## config.mk

```make
export PLATFORM = sky130hd
export DESIGN_NAME = mouse_evq
export DESIGN_NICKNAME = d
export VERILOG_FILES = /design/src/rtl/mouse_evq.sv
export SDC_FILE = /design/constraint.sdc
export NUM_CORES = 1
export LEC_CHECK = 0
export ABC_AREA = 1
export CAP_MARGIN = 20
export CORE_ASPECT_RATIO = 0.75
export CORE_MARGIN = 4
export CORE_UTILIZATION = 64
export DETAILED_ROUTE_END_ITERATION = 12
export GPL_ROUTABILITY_DRIVEN = 0
export PLACE_DENSITY = 0.91
export SLEW_MARGIN = 20
export SYNTH_ARGS = -nofsm -noshare
export SYNTH_HDL_FRONTEND = slang
export SYNTH_SLANG_ARGS = --single-unit
```

## constraint.sdc

```tcl
create_clock -name clk -period 6.3 [get_ports clk]
set_input_delay 0.63 -clock clk [delete_from_list [all_inputs] [get_ports clk]]
set_output_delay 0.63 -clock clk [all_outputs]
set_load 0.01 [all_outputs]
```

## src/rtl/mouse_evq.sv

```systemverilog
// Mouse event queue: snapshots the PS/2 receiver state word on every change while running
// and presents queued snapshots to the CPU through a two-word I/O window (event / status).
module mouse_evq #(
    parameter int DEPTH = 8,
    localparam int CW = $clog2(DEPTH) + 1
) (
    input  logic        clk,
    input  logic        rst,
    input  logic [27:0] ms,
    input  logic        rd,
    input  logic        adr,
    output logic [31:0] dout
);
    localparam int AW = $clog2(DEPTH);

    logic [27:0]   last;
    logic [27:0]   mem [DEPTH];
    logic [AW-1:0] head;
    logic [AW-1:0] tail;
    logic [CW-1:0] count;
    logic          ovf;

    logic          push;
    logic          pop;
    logic          full;
    logic          valid;
    logic          coalesce;
    logic [AW-1:0] wr_addr;
    logic [31:0]   status;

    always_comb begin
        valid    = (count != '0);
        full     = (count == CW'(DEPTH));
        push     = ms[27] & (ms != last);
        pop      = rd & ~adr & valid;
        // A push into a full queue without a same-cycle pop replaces the newest entry.
        coalesce = push & ~pop & full;
        wr_addr  = coalesce ? (tail - AW'(1)) : tail;
    end

    always_ff @(posedge clk or posedge rst) begin
        if (rst) begin
            last  <= '0;
            head  <= '0;
            tail  <= '0;
            count <= '0;
            ovf   <= 1'b0;
        end else begin
            last <= ms;
            if (push && !coalesce)
                tail <= tail + AW'(1);
            if (pop)
                head <= head + AW'(1);
            if (push && !pop && !full)
                count <= count + CW'(1);
            else if (pop && !push)
                count <= count - CW'(1);
            if (coalesce)
                ovf <= 1'b1;
            else if (rd && adr)
                ovf <= 1'b0;
        end
    end

    always_ff @(posedge clk) begin
        if (push)
            mem[wr_addr] <= ms;
    end

    always_comb begin
        status         = '0;
        status[31]     = ovf;
        status[30]     = ms[27];
        status[CW-1:0] = count;
    end

    always_comb begin
        if (adr)
            dout = status;
        else
            dout = {valid, 3'b000, valid ? mem[head] : ms};
    end

endmodule

```

=== Yosys cells after proc, flatten, opt, wreduce, memory -nomap -nowiden ===
Memories as Yosys holds them, arrays and structs flattened.
Cells that the tools add are included.

* Eq/ne operators: 2
* Mux-type cells: 9
* Bitwise operators: 7
* Reductions and logical operators: 12
* $add $sub $neg: 5

{| class="wikitable"
|+ Operators with widths
! operator !! count
|-
| 32-bit two-way mux || 1
|-
| 28-bit two-way mux || 1
|-
| 28-bit != test || 1
|-
| 4-bit two-way mux || 2
|-
| 3-bit by 1-bit adder with 3-bit output, second input constant || 2
|-
| 1-bit bitwise AND || 5
|-
| 1-bit logical AND || 5
|-
| 4-bit by 1-bit adder with 4-bit output, second input constant || 1
|-
| 4-bit == test, second input constant || 1
|-
| 1-bit zero test || 4
|-
| 1-bit two-way mux || 4
|-
| 2-bit nonzero test || 2
|-
| 4-bit nonzero test || 1
|-
| 4-bit by 1-bit subtractor with 4-bit output, second input constant || 1
|-
| 3-bit two-way mux || 1
|-
| 3-bit by 1-bit subtractor with 3-bit output, second input constant || 1
|-
| 1-bit NOT || 2
|}

* Word-level logic and storage cells: 41
* Memory bits (writable): 224
* Flip-flop bits (word level): 39
* Input port bits: 32
* Memories: 1
* Output and inout port bits: 32

{| class="wikitable"
|+ Memories
! memory !! words !! bits a word !! read ports !! clocked after Yosys merged registers in !! write ports !! RTL line !! source
|-
| mem || 8 || 28 || 1 || 0 || 1 || 17 || <nowiki>logic [27:0] mem [DEPTH];</nowiki>
|}

=== Longest topological paths before layout ===
* Depth in word-level cells: 8
* Mapped depth: 20
* Mapped depth without buffers: 19

=== Worst setup path before layout ===
OpenSTA, ideal clock, no wires.

* Path kind: input -> register
* Start point: in ms[21]
* End point: mem mem[1][0] (enable)
* Stages: 10
* Data required time: 5.887 ns
* Arrival time: 2.720 ns
* Path slack: 3.167 ns
* Buffers on the path: 1
* Library setup time: 0.413 ns
* Cell sequence: xnor2_1 nand2_1 nor2_1 nand3_1 nor2_1 nor2_2 buf_6 nand4_1 nand3_2 nor2_1

* Cells in the longest elaborated chain, start to end: 5

{| class="wikitable"
|+ RTL lines
! element !! RTL line !! source
|-
| from (decl) || 9 || <nowiki>input logic [27:0] ms,</nowiki>
|-
| 28-bit != test * || 34 || <nowiki>push = ms[27] & (ms != last);</nowiki>
|-
| 1-bit bitwise AND * || 34 ||
|-
| 1-bit bitwise AND (2 in a row) || 37 || <nowiki>coalesce = push & ~pop & full;</nowiki>
|-
| 3-bit two-way mux || 38 || <nowiki>wr_addr = coalesce ? (tail - AW'(1)) : tail;</nowiki>
|-
| to (decl) || 17 ||
|}

Mark *: on every way between the ends. The rest lies on a longest branch, timed or not.

=== Worst setup path after layout ===
* Start point: reg head[0]
* End point: out dout[5]

* Cells in the longest elaborated chain, start to end: 3

{| class="wikitable"
|+ RTL lines
! element !! RTL line !! source
|-
| from (decl) || 18 || <nowiki>logic [AW-1:0] head;</nowiki>
|-
| from (signal assigned) || 53 || <nowiki>head <= head + AW'(1);</nowiki>
|-
| memory 8 x 28 bit || n/a ||
|-
| 28-bit two-way mux || 81 || <nowiki>dout = {valid, 3'b000, valid ? mem[head] : ms};</nowiki>
|-
| 32-bit two-way mux || 78 || <nowiki>if (adr)</nowiki>
|-
| to (decl) || 12 || <nowiki>output logic [31:0] dout</nowiki>
|}

Every way passes these cells.

==> results.md <==
- The residual overflow from global routing is 0.
- The worst slack after detailed placement is 1.92 ns.
- Broken down by cell family, the worst path's largest delay share belongs to buffers and inverters.
- The H-tree depth reported by CTS is 1.
- The number of clock sinks is 263.
- The maximum fanout along the worst path is 51.
- The number of antenna diodes in the final layout is 0.
- Of the post-synthesis cell area, the dominant cell type holds 60.6%.
- The die covers 19,500 um2.
- After layout, the minimum clock period comes to 4.45 ns.
- The synthesized netlist cell count is 898.
- The die extent in x is 160 um.
- The slowest stage of the critical path belongs to the cell sky130_fd_sc_hd__dfrtp_4.
- Global routing used 27.5% of the available tracks across all layers.
- The worst-skew pair later-pin latency is 0.52 ns.
- Hold is met by 0.513 ns.
- Post-CTS timing repair inserted 0 buffers for setup.
- Walking the worst path, the cells encountered are inv_2 -> buf_4 -> nor2_1 -> o32ai_1 -> o21ai_0 -> o22ai_1 -> clkdlybuf4s50_1.
- Across all setup checks in the final design, the least slack found is 1.85 ns.
- The count of yosys warnings during synthesis is 0.
- The wire length of the first global-routing pass is 41.8 mm.
- After synthesis the cells add up to 11,100 um2.
- The overall via count from detail_route is 7,655.
- The post-route antenna net violation count is 0.
- For the worst setup path, the data required time is 5.67 ns.
- The count of final hold-check violations is 0.
- The worst vdd rail ir drop is 0.307 mV.
- The effective utilization at floorplan is 65.6%.
- Input and output buffers added on the ports amount to 61.
- Sequential cells were found to cover 69.4% of the synthesized design area.
- The post-CTS resize count is 0.
- The final clock skew is 0.0171 ns.
- The flow ran to the end, and the final reports show no timing, DRC or antenna violations.
- For this design the static power due to leakage is 0.00471 uW.
- Summed over all nets, the half-perimeter wirelength after detailed placement is 15.7 mm.
- The cell sitting at the root of the clock tree is a sky130_fd_sc_hd__clkbuf_16.
- The via count of the first global-routing pass is 7,502.
- The count of nets after finishing is 989.
- The setup path with the least slack is of type reg -> out.
- The post-detailed-route via-to-cell ratio is 6.47.
- The first detailed-routing pass took 5 iterations.
- The remaining max-slew budget at the tightest pin is 26.8%.
- Once placement finished, the instance area stood at 11,900 um2.
- The final routed wire length divided by cell count is 22.6 um.
- The type of the worst min-delay path is reg -> reg.
- By area the synthesized netlist is led by sky130_fd_sc_hd__edfxtp_1 (61%), sky130_fd_sc_hd__dfrtp_1 (8.8%), sky130_fd_sc_hd__nand2_1 (4.7%).
- The floorplan has 41 rows.
- In this run the mean area of a mapped cell was 12.4 um2.
- The number of flip-flops and latches in the synthesized netlist is 263.
- The data arrival time at the worst-slack endpoint is 3.82 ns.
- The startpoint type of the worst setup path is a flip-flop.
- The count of endpoints failing setup in the final report is 0.
- The critical path contains buffers and inverters numbering 3 combined.
- The cell type with the highest aggregate area in the netlist is sky130_fd_sc_hd__edfxtp_1.
- The area of the core is 16,900 um2.
- The endpoint class of the critical path is a primary output.
- Clock tree synthesis inserted a total of 24 buffers.
- The final layout contains routed wiring with a total length of 26.8 mm.
- The height of the die is 122 um.
- The peak per-stage delay on the critical path is 0.71 ns.
- The maximum number of pins on one net before global-route repair is 66.
- Pin placement for this block handled 64 I/O pins.
- The number of antenna violations at the first check in global routing was 0.
- The number of hold buffers added after cts is 0.
- The number of distinct library cells after synthesis is 35.
- Among all flip-flop cells after synthesis, the most frequent one is sky130_fd_sc_hd__edfxtp_1.
- The clock-pin slew reported for the worst setup and hold paths after clock tree synthesis is 0.06 ns.
- The max-capacitance violation count is 0.
- The upper clock frequency limit is 225 MHz.
- The worst path uses 70.6% of the clock period.
- In this run the deepest clock path goes through 3 buffers.
- TritonCTS built the clock tree.
- The post-route netlist has 8.67% of its cells at a drive strength greater than 1.
- The filler cells instantiated in the layout total 1,015.
- The worst-margin pin slew is 1.09 ns.
- The async set or reset register ratio after synthesis is 14.8%.
- For this block, the initial DRC count from the detailed router was 1,214.
- The post-detailed-route DRC marker count is 0.
- The signed area change from the synthesized netlist to the final layout is 14.5%.
- The post-route cell area is 12,700 um2.
- Yosys mapped a number of flops with a built-in enable equal to 224.
- Setup repair after global routing left no endpoint under its margin.
- For this design the ratio of total power to cell area is 438 nW/um2.
- The final sum of negative setup slack is 0 ns.
- The number of slew-limit violations in the final report is 0.
[final cells by class]
class | count | area (um2) | share of cell area (%)
Clock buffer | 36 | 697 | 5.49
Multi-Input combinational cell | 521 | 2950 | 23.3
Sequential cell | 263 | 7710 | 60.7
Clock inverter | 8 | 95.1 | 0.749
Inverter | 68 | 255 | 2.01
Tap cell | 215 | 269 | 2.12
Timing Repair Buffer | 73 | 724 | 5.70
[Yosys cell counts (2+ instances only)]
master and count:
sky130_fd_sc_hd__nand3_2 2, sky130_fd_sc_hd__nand2_2 3, sky130_fd_sc_hd__nand4_2 2, sky130_fd_sc_hd__nand4_1 7, sky130_fd_sc_hd__inv_1 56, sky130_fd_sc_hd__o32ai_1 13
sky130_fd_sc_hd__xor2_1 5, sky130_fd_sc_hd__clkbuf_1 28, sky130_fd_sc_hd__o21ai_0 81, sky130_fd_sc_hd__nor3_4 2, sky130_fd_sc_hd__o221ai_1 45, sky130_fd_sc_hd__nand3_1 29
sky130_fd_sc_hd__dfrtp_1 39, sky130_fd_sc_hd__inv_2 11, sky130_fd_sc_hd__mux2i_1 43, sky130_fd_sc_hd__buf_6 2, sky130_fd_sc_hd__a31oi_1 3, sky130_fd_sc_hd__nand2_1 139
sky130_fd_sc_hd__buf_4 6, sky130_fd_sc_hd__o21ai_1 4, sky130_fd_sc_hd__nor2_1 116, sky130_fd_sc_hd__buf_2 10, sky130_fd_sc_hd__o211ai_1 2, sky130_fd_sc_hd__xnor2_1 7
sky130_fd_sc_hd__ha_1 5, sky130_fd_sc_hd__edfxtp_1 224, sky130_fd_sc_hd__o22ai_1 6
[kinds of logic (layout without fill, tap and decap cells)]
family | Yosys count | count (layout) | synth area share (%)
AOI/OAI and AO/OA | 154 | 154 | 9.05
DFF | 263 | 263 | 69.4
other | 1 | 2 | 0.0338
muxes | 43 | 43 | 3.88
xor gates and xnor gates | 12 | 12 | 0.947
adders and majority gates | 6 | 6 | 0.744
and+or+nand+nor | 304 | 304 | 11.6
buffers and inverters | 115 | 185 | 4.34
[power breakdown]
group	switching, uW	total [uW]	internal (uW)	leakage [uW]
sequential	219	2360	2150	0.00249
combinational	1080	1730	646	0.00183
clock	623	1470	849	0.000383
[worst register-to-register path, stage by stage (launching register included)]
cell and delay (ns):
sky130_fd_sc_hd__dfrtp_1 0.46, sky130_fd_sc_hd__nor2_1 0.14, sky130_fd_sc_hd__inv_2 0.07, sky130_fd_sc_hd__nor3_4 0.50, sky130_fd_sc_hd__nor2_4 0.26, sky130_fd_sc_hd__nand2_2 0.31
sky130_fd_sc_hd__nand4_2 0.28, sky130_fd_sc_hd__nand2_1 0.16, sky130_fd_sc_hd__nand3_2 0.20, sky130_fd_sc_hd__nor2_2 0.81, sky130_fd_sc_hd__buf_4 0.43
[registers in the layout (all words and copies together) (netlist names)]
register  count
mem         224
last         28
count         4
head          3
tail          3
ovf           1
[placed cells by master (no fill, tap or decap), types with 10 or more instances in the layout]
cell                              count
sky130_fd_sc_hd__edfxtp_1           224
sky130_fd_sc_hd__nor2_1             108
sky130_fd_sc_hd__mux2i_1             43
sky130_fd_sc_hd__o32ai_1             13
sky130_fd_sc_hd__clkdlybuf4s50_1     61
sky130_fd_sc_hd__o21ai_0             81
sky130_fd_sc_hd__clkbuf_16           25
sky130_fd_sc_hd__nand2_1            139
sky130_fd_sc_hd__nand3_1             29
sky130_fd_sc_hd__inv_2               12
sky130_fd_sc_hd__inv_1               55
sky130_fd_sc_hd__o221ai_1            45
sky130_fd_sc_hd__dfrtp_1             36
sky130_fd_sc_hd__buf_4               10
[worst paths after layout]
path,slack (ns),start,to,cells after the start
worst min register to register,0.51,ovf,ovf,2
worst min-delay path,0.51,ovf,ovf,2
worst max-delay path,1.85,head[0],dout[5],7
max in group asynchronous,5.27,rst,head[0],3
worst max register to register,2.35,count[0],mem[2][21],10
min in group asynchronous,0.58,rst,last[18],3
[metal layers]
layer	vias up	share of wire, %	global-route usage, %
met1	3687	38	38.3
met2	549	47	44.3
met4	0	3.5	9.62
li1	3332	-	-
met5	-	0	0
met3	87	11	5.68
[per-stage QoR]
step                power (uW)  utilization [%]  instances
floorplan                 3410                -        899
global placement          3990             70.1       1138
detailed placement        4050             70.1       1138
CTS                       5530             74.8       1182
global route              5810             75.0       1184
finish                    5560             75.0       1184
Note: power is estimated with default switching activity, not from simulation.
